File: src/rtl/decoder_pkg.sv
// Shared widths, skid occupancy states and the one-hot decode helper.
// Pure declarations: no logic, no latency.
// Imported by the decoder RTL and its bench.
package decoder_pkg;

    localparam int DEC_IN_W      = 3;
    localparam int DEC_OUT_W     = 1 << DEC_IN_W;
    // Widest code the helper accepts; callers truncate the result to their OUT_W.
    localparam int DEC_MAX_IN_W  = 8;
    localparam int DEC_MAX_OUT_W = 1 << DEC_MAX_IN_W;

    typedef enum logic [1:0] {
        ST_EMPTY = 2'd0,
        ST_ONE   = 2'd1,
        ST_TWO   = 2'd2
    } skid_st_e;

    // A disabled decode yields the all-zero word.
    function automatic logic [DEC_MAX_OUT_W-1:0] decode_onehot(
        input logic [DEC_MAX_IN_W-1:0] code,
        input logic                    en
    );
        decode_onehot       = '0;
        decode_onehot[code] = en;
    endfunction

endpackage

File: src/rtl/decoder_skid.sv
// Two-entry valid/ready skid buffer, strict FIFO order.
// Latency: 1 cycle from push to out_valid.
// Backpressure: in_ready is registered state only (low when full or in reset).
module decoder_skid
    import decoder_pkg::*;
#(
    parameter int W = DEC_OUT_W
) (
    input  logic         clk,
    input  logic         rst,
    input  logic [W-1:0] in_data,
    input  logic         in_valid,
    output logic         in_ready,
    output logic [W-1:0] out_data,
    output logic         out_valid,
    input  logic         out_ready
);

    skid_st_e     state, state_nxt;
    logic [W-1:0] head_q, head_d;
    logic [W-1:0] tail_q, tail_d;
    logic         push;
    logic         pop;

    assign in_ready  = (state != ST_TWO) && !rst;
    assign out_valid = (state != ST_EMPTY);
    assign out_data  = head_q;
    assign push      = in_valid && in_ready;
    assign pop       = out_valid && out_ready;

    always_ff @(posedge clk) begin
        if (rst) begin
            state  <= ST_EMPTY;
            head_q <= '0;
            tail_q <= '0;
        end else begin
            state  <= state_nxt;
            head_q <= head_d;
            tail_q <= tail_d;
        end
    end

    always_comb begin
        state_nxt = state;
        head_d    = head_q;
        tail_d    = tail_q;
        case (state)
            ST_EMPTY: begin
                if (push) begin
                    head_d    = in_data;
                    state_nxt = ST_ONE;
                end
            end
            ST_ONE: begin
                // Simultaneous push and pop replaces the head in place.
                if (push && pop) begin
                    head_d = in_data;
                end else if (push) begin
                    tail_d    = in_data;
                    state_nxt = ST_TWO;
                end else if (pop) begin
                    state_nxt = ST_EMPTY;
                end
            end
            ST_TWO: begin
                if (pop) begin
                    head_d    = tail_q;
                    state_nxt = ST_ONE;
                end
            end
            default: state_nxt = ST_EMPTY;
        endcase
    end

endmodule

File: src/rtl/decoder_pipe.sv
// Registered binary-to-one-hot decoder behind a 2-entry skid; optional per-code stats (DECODER_STATS_EN).
// Latency: 1 cycle push to out_valid; 1 word/cycle with out_ready held high.
// Backpressure: in_ready drops only when both skid entries are full; never combinational on out_ready.
module decoder_pipe
    import decoder_pkg::*;
#(
    parameter int IN_W = DEC_IN_W,
`ifdef DECODER_STATS_EN
    parameter int CNT_W = 16,
`endif
    localparam int OUT_W = 1 << IN_W
) (
    input  logic             clk,
    input  logic             rst,
    input  logic [IN_W-1:0]  in,
    input  logic             en,
    input  logic             in_valid,
    output logic             in_ready,
    output logic [OUT_W-1:0] out,
    output logic             out_valid,
`ifdef DECODER_STATS_EN
    input  logic [IN_W-1:0]  stat_sel,
    input  logic             stat_clr,
    output logic [CNT_W-1:0] stat_cnt,
`endif
    input  logic             out_ready
);

    logic [OUT_W-1:0] dec_word;

    assign dec_word = OUT_W'(decode_onehot(DEC_MAX_IN_W'(in), en));

    decoder_skid #(
        .W (OUT_W)
    ) u_skid (
        .clk       (clk),
        .rst       (rst),
        .in_data   (dec_word),
        .in_valid  (in_valid),
        .in_ready  (in_ready),
        .out_data  (out),
        .out_valid (out_valid),
        .out_ready (out_ready)
    );

`ifdef DECODER_STATS_EN
    logic             push;
    logic [CNT_W-1:0] cnt [OUT_W];

    assign push     = in_valid && in_ready;
    assign stat_cnt = cnt[stat_sel];

    // Clear has priority over a coincident counted push.
    always_ff @(posedge clk) begin
        if (rst || stat_clr) begin
            for (int k = 0; k < OUT_W; k++) begin
                cnt[k] <= '0;
            end
        end else if (push && en && (cnt[in] != '1)) begin
            cnt[in] <= cnt[in] + 1'b1;
        end
    end
`endif

endmodule

File: config.mk
export PLATFORM = sky130hd
export DESIGN_NAME = decoder_pipe
export DESIGN_NICKNAME = d
export VERILOG_FILES = /design/src/rtl/decoder_pkg.sv /design/src/rtl/decoder_skid.sv /design/src/rtl/decoder_pipe.sv
export SDC_FILE = /design/constraint.sdc
export NUM_CORES = 1
export LEC_CHECK = 0
export CELL_PAD_IN_SITES_DETAIL_PLACEMENT = 0
export CELL_PAD_IN_SITES_GLOBAL_PLACEMENT = 1
export CORE_MARGIN = 3
export CORE_UTILIZATION = 42
export DETAILED_ROUTE_END_ITERATION = 16
export HOLD_SLACK_MARGIN = 0.1
export PLACE_DENSITY_LB_ADDON = 0.1
export SLEW_MARGIN = 20
export SYNTH_ARGS = -nofsm -noshare
export SYNTH_HDL_FRONTEND = slang
export SYNTH_HIERARCHICAL = 1
export SYNTH_SLANG_ARGS = --single-unit
export TNS_END_PERCENT = 30
File: constraint.sdc
create_clock -name clk -period 3 [get_ports clk]
set_input_delay 0.75 -clock clk [delete_from_list [all_inputs] [get_ports clk]]
set_output_delay 0.75 -clock clk [all_outputs]
set_load 0.01 [all_outputs]
==> results.sh <==
export IMPL_status="finished, final reports clean"
export IMPL_synth_area_per_cell_sq_um=9.92
export IMPL_critPathLaunchType="input port"
export IMPL_timing_fmax_ghz=0.379
export IMPL_place_congestion=0.704
export IMPL_overflow=0
export IMPL_clkTransAtPathRegs_ps=110
export IMPL_viasPerCell=5.90
export IMPL_hold_path_class="register to register"
export IMPL_grt_pass1_vias=751
export IMPL_grt_max_degree=23
export IMPL_end_kind="output port"
export IMPL_seq_area_sq_um=360
export IMPL_dieArea_sq_mm=0.00303
export IMPL_initial_core_util_pct=44.9
export IMPL_synth_top_flop_cell="dfxtp_1"
export IMPL_yosys_area_top_type_share_pct=35.6
export IMPL_drive_gt1_share_pct=24.8
export IMPL_ys_ff_latch=18
export IMPL_rsz0062_at_grt="no"
export IMPL_rows=17
export IMPL_fillerInstances=226
export IMPL_area_growth_pct=20.3
export IMPL_io_buffers=17
export IMPL_p_per_area_mw_per_mm2=428
export IMPL_critPathBufInv=2
export IMPL_worst_slew_pin_slew_ps=730
export IMPL_critPathMaxFanout=2
export IMPL_cts_resized_gates=0
export IMPL_clock_sinks=18
export IMPL_vias=856
export IMPL_ir_drop_v=0.000219
export IMPL_hold_viol=0
export IMPL_worstPathCellList="clkdlybuf4s50_1 > nor2b_1 > clkdlybuf4s50_1"
export IMPL_track_usage_pct=16.7
export IMPL_postCtsSetupRepairBufs=0
export IMPL_netlist_top_cells_area="dfxtp_1 36%, a211oi_2 9.9%, mux2i_1 8.9%, nor4_1 4.9%, a21oi_1 4.4%"
export IMPL_grt_pass1_wl_um=3580
export IMPL_synth_edf_count=0
export IMPL_power_leakage_uw=0.000448
export IMPL_antenna_cells=0
export IMPL_dp_final_hpwl_um=1570
export IMPL_fin_tns_setup_ps=0
export IMPL_min_period_ps=2640
export IMPL_drt_total_wl_um=2220
export IMPL_dr_pass1_iters=4
export IMPL_setup_slack_ps=363
export IMPL_critical_path_class="input port to output port"
export IMPL_cp_slowest_stage_delay_ps=550
export IMPL_cts_htree_levels=1
export IMPL_antenna_left=0
export IMPL_ctsHoldBuffers=0
export IMPL_fin_crit_sh_pct=87.9
export IMPL_nNetsFinal=126
export IMPL_fin_skew_ps=1.81
export IMPL_yosysMostFrequentCell="dfxtp_1"
export IMPL_cts_tree="built"
export IMPL_clockBufferDepth=2
export IMPL_ys_seq_area_share_pct=35.6
export IMPL_maxCapViolCount=0
export IMPL_pre_cts_slack_ps=208
export IMPL_critPathTopFamily="buffers and inverters"
export IMPL_yosysWarnings=6
export IMPL_die_h_um=55.1
export IMPL_worst_path_most_repeated_cell="clkdlybuf4s50_1"
export IMPL_cp_slowest_cell="clkdlybuf4s50_1"
export IMPL_postSynthNetCount=110
export IMPL_route_detailed_wl_per_inst_um=15.3
export IMPL_synth_top_area_cell="dfxtp_1"
export IMPL_synthesis_area_sq_mm=0.00101
export IMPL_cts_root_buf="clkbuf_4"
export IMPL_ys_async_sr_fraction_pct=0
export IMPL_ys_types=27
export IMPL_cts_buffers=3
export IMPL_die_w_um=55.1
export IMPL_drtIter0Drc=14
export IMPL_clk_insertion_delay_late_ps=300
export IMPL_crit_arrival_ps=1890
export IMPL_drc=0
export IMPL_multi_input_area_sq_um=593
export IMPL_drv_slew=0
export IMPL_postSynthCellCount=102
export IMPL_setup_violations=0
export IMPL_antenna_found_initial=0
export IMPL_synth_common_cells="18 x dfxtp_1, 9 x a21oi_1, 9 x mux2i_1"
export IMPL_pin_count=18
export IMPL_slew_headroom_pct=51.2
export IMPL_core_area_sq_mm=0.00225
export IMPL_required_ps=2250
registers in the layout, summed over array words and instances, names as in the netlist:
signal	count
u_skid/tail_q	8
u_skid/state	2
u_skid/out_data	8
area by class of cell:
cell class	instances	area share (%)
Multi-Input combinational cell	75	48.7
Tap cell	28	2.88
Timing Repair Buffer	20	15.8
Sequential cell	18	29.6
Clock buffer	4	2.98
final timing paths:
check	to	slack, ps	from	cells after the start
worst max-delay path	in_ready	360	rst	3
worst min-delay path	u_skid/tail_q[2]	490	u_skid/tail_q[2]	2
worst max register to register	u_skid/out_data[0]	1180	u_skid/state[1]	3
worst min register to register	u_skid/tail_q[2]	490	u_skid/tail_q[2]	2
cell usage in the layout (no fill, tap or decap):
| master | n |
|---|---|
| or3_1 | 1 |
| nor3b_2 | 1 |
| a2bb2oi_1 | 1 |
| o21ai_0 | 8 |
| and4b_2 | 3 |
| nand3_1 | 8 |
| clkdlybuf4s50_1 | 17 |
| mux2i_1 | 9 |
| or2_2 | 1 |
| nor2_1 | 2 |
| nand2_1 | 1 |
| o21ba_2 | 1 |
| dfxtp_1 | 18 |
| a211oi_2 | 8 |
| nor4b_2 | 2 |
| a21oi_1 | 9 |
| and4_2 | 1 |
| nor2b_1 | 2 |
| buf_4 | 3 |
| clkbuf_4 | 3 |
| clkbuf_8 | 1 |
| nand2b_1 | 2 |
| nor4_1 | 8 |
| or3b_2 | 2 |
| and4bb_2 | 3 |
| nor4bb_1 | 1 |
| and3b_1 | 1 |
routing by layer:
| metal | up-vias | routed length (um) | track usage, % |
|---|---|---|---|
| met4 | 0 | 26 | 6.07 |
| met3 | 4 | 66 | 3.22 |
| met1 | 411 | 1080 | 23.1 |
| met2 | 16 | 1050 | 25.4 |
| met5 | - | 0 | 0 |
| li1 | 425 | - | - |
where the power goes:
| group | internal, uW | total [uW] | switching, uW |
|---|---|---|---|
| registers | 250 | 258 | 7.90 |
| logic | 55.9 | 107 | 51.5 |
| clock network | 74.0 | 156 | 81.8 |
| total | 380 | 521 | 141 |
worst register-to-register path, stage by stage (launching register included):
cell	delay (ps)
dfxtp_1	420
nor4b_2	690
or3_1	470
a211oi_2	120
cells by family after synthesis:
family                 after synthesis  share of synthesized area [%]
and+or+nand+nor                     39                           29.5
AOI/OAI and AO/OA                   27                           20.1
DFF                                 18                           35.6
muxes                                9                           8.90
buffers and inverters                9                           5.81
per-stage QoR:
step           hold WS, ps  utilization [%]  std cells  instance area [sq um]  total power (uW)
2_1_floorplan          453                -        102                   1010               326
3_3_place_gp           460             52.4        141                   1180               371
3_5_place_dp           469             52.4        141                   1180               372
4_1_cts                485             54.0        145                   1220               529
5_1_grt                503             54.0        145                   1220               551
6_report               487             54.0        145                   1220               521
Note: power is estimated with default switching activity, not from simulation.
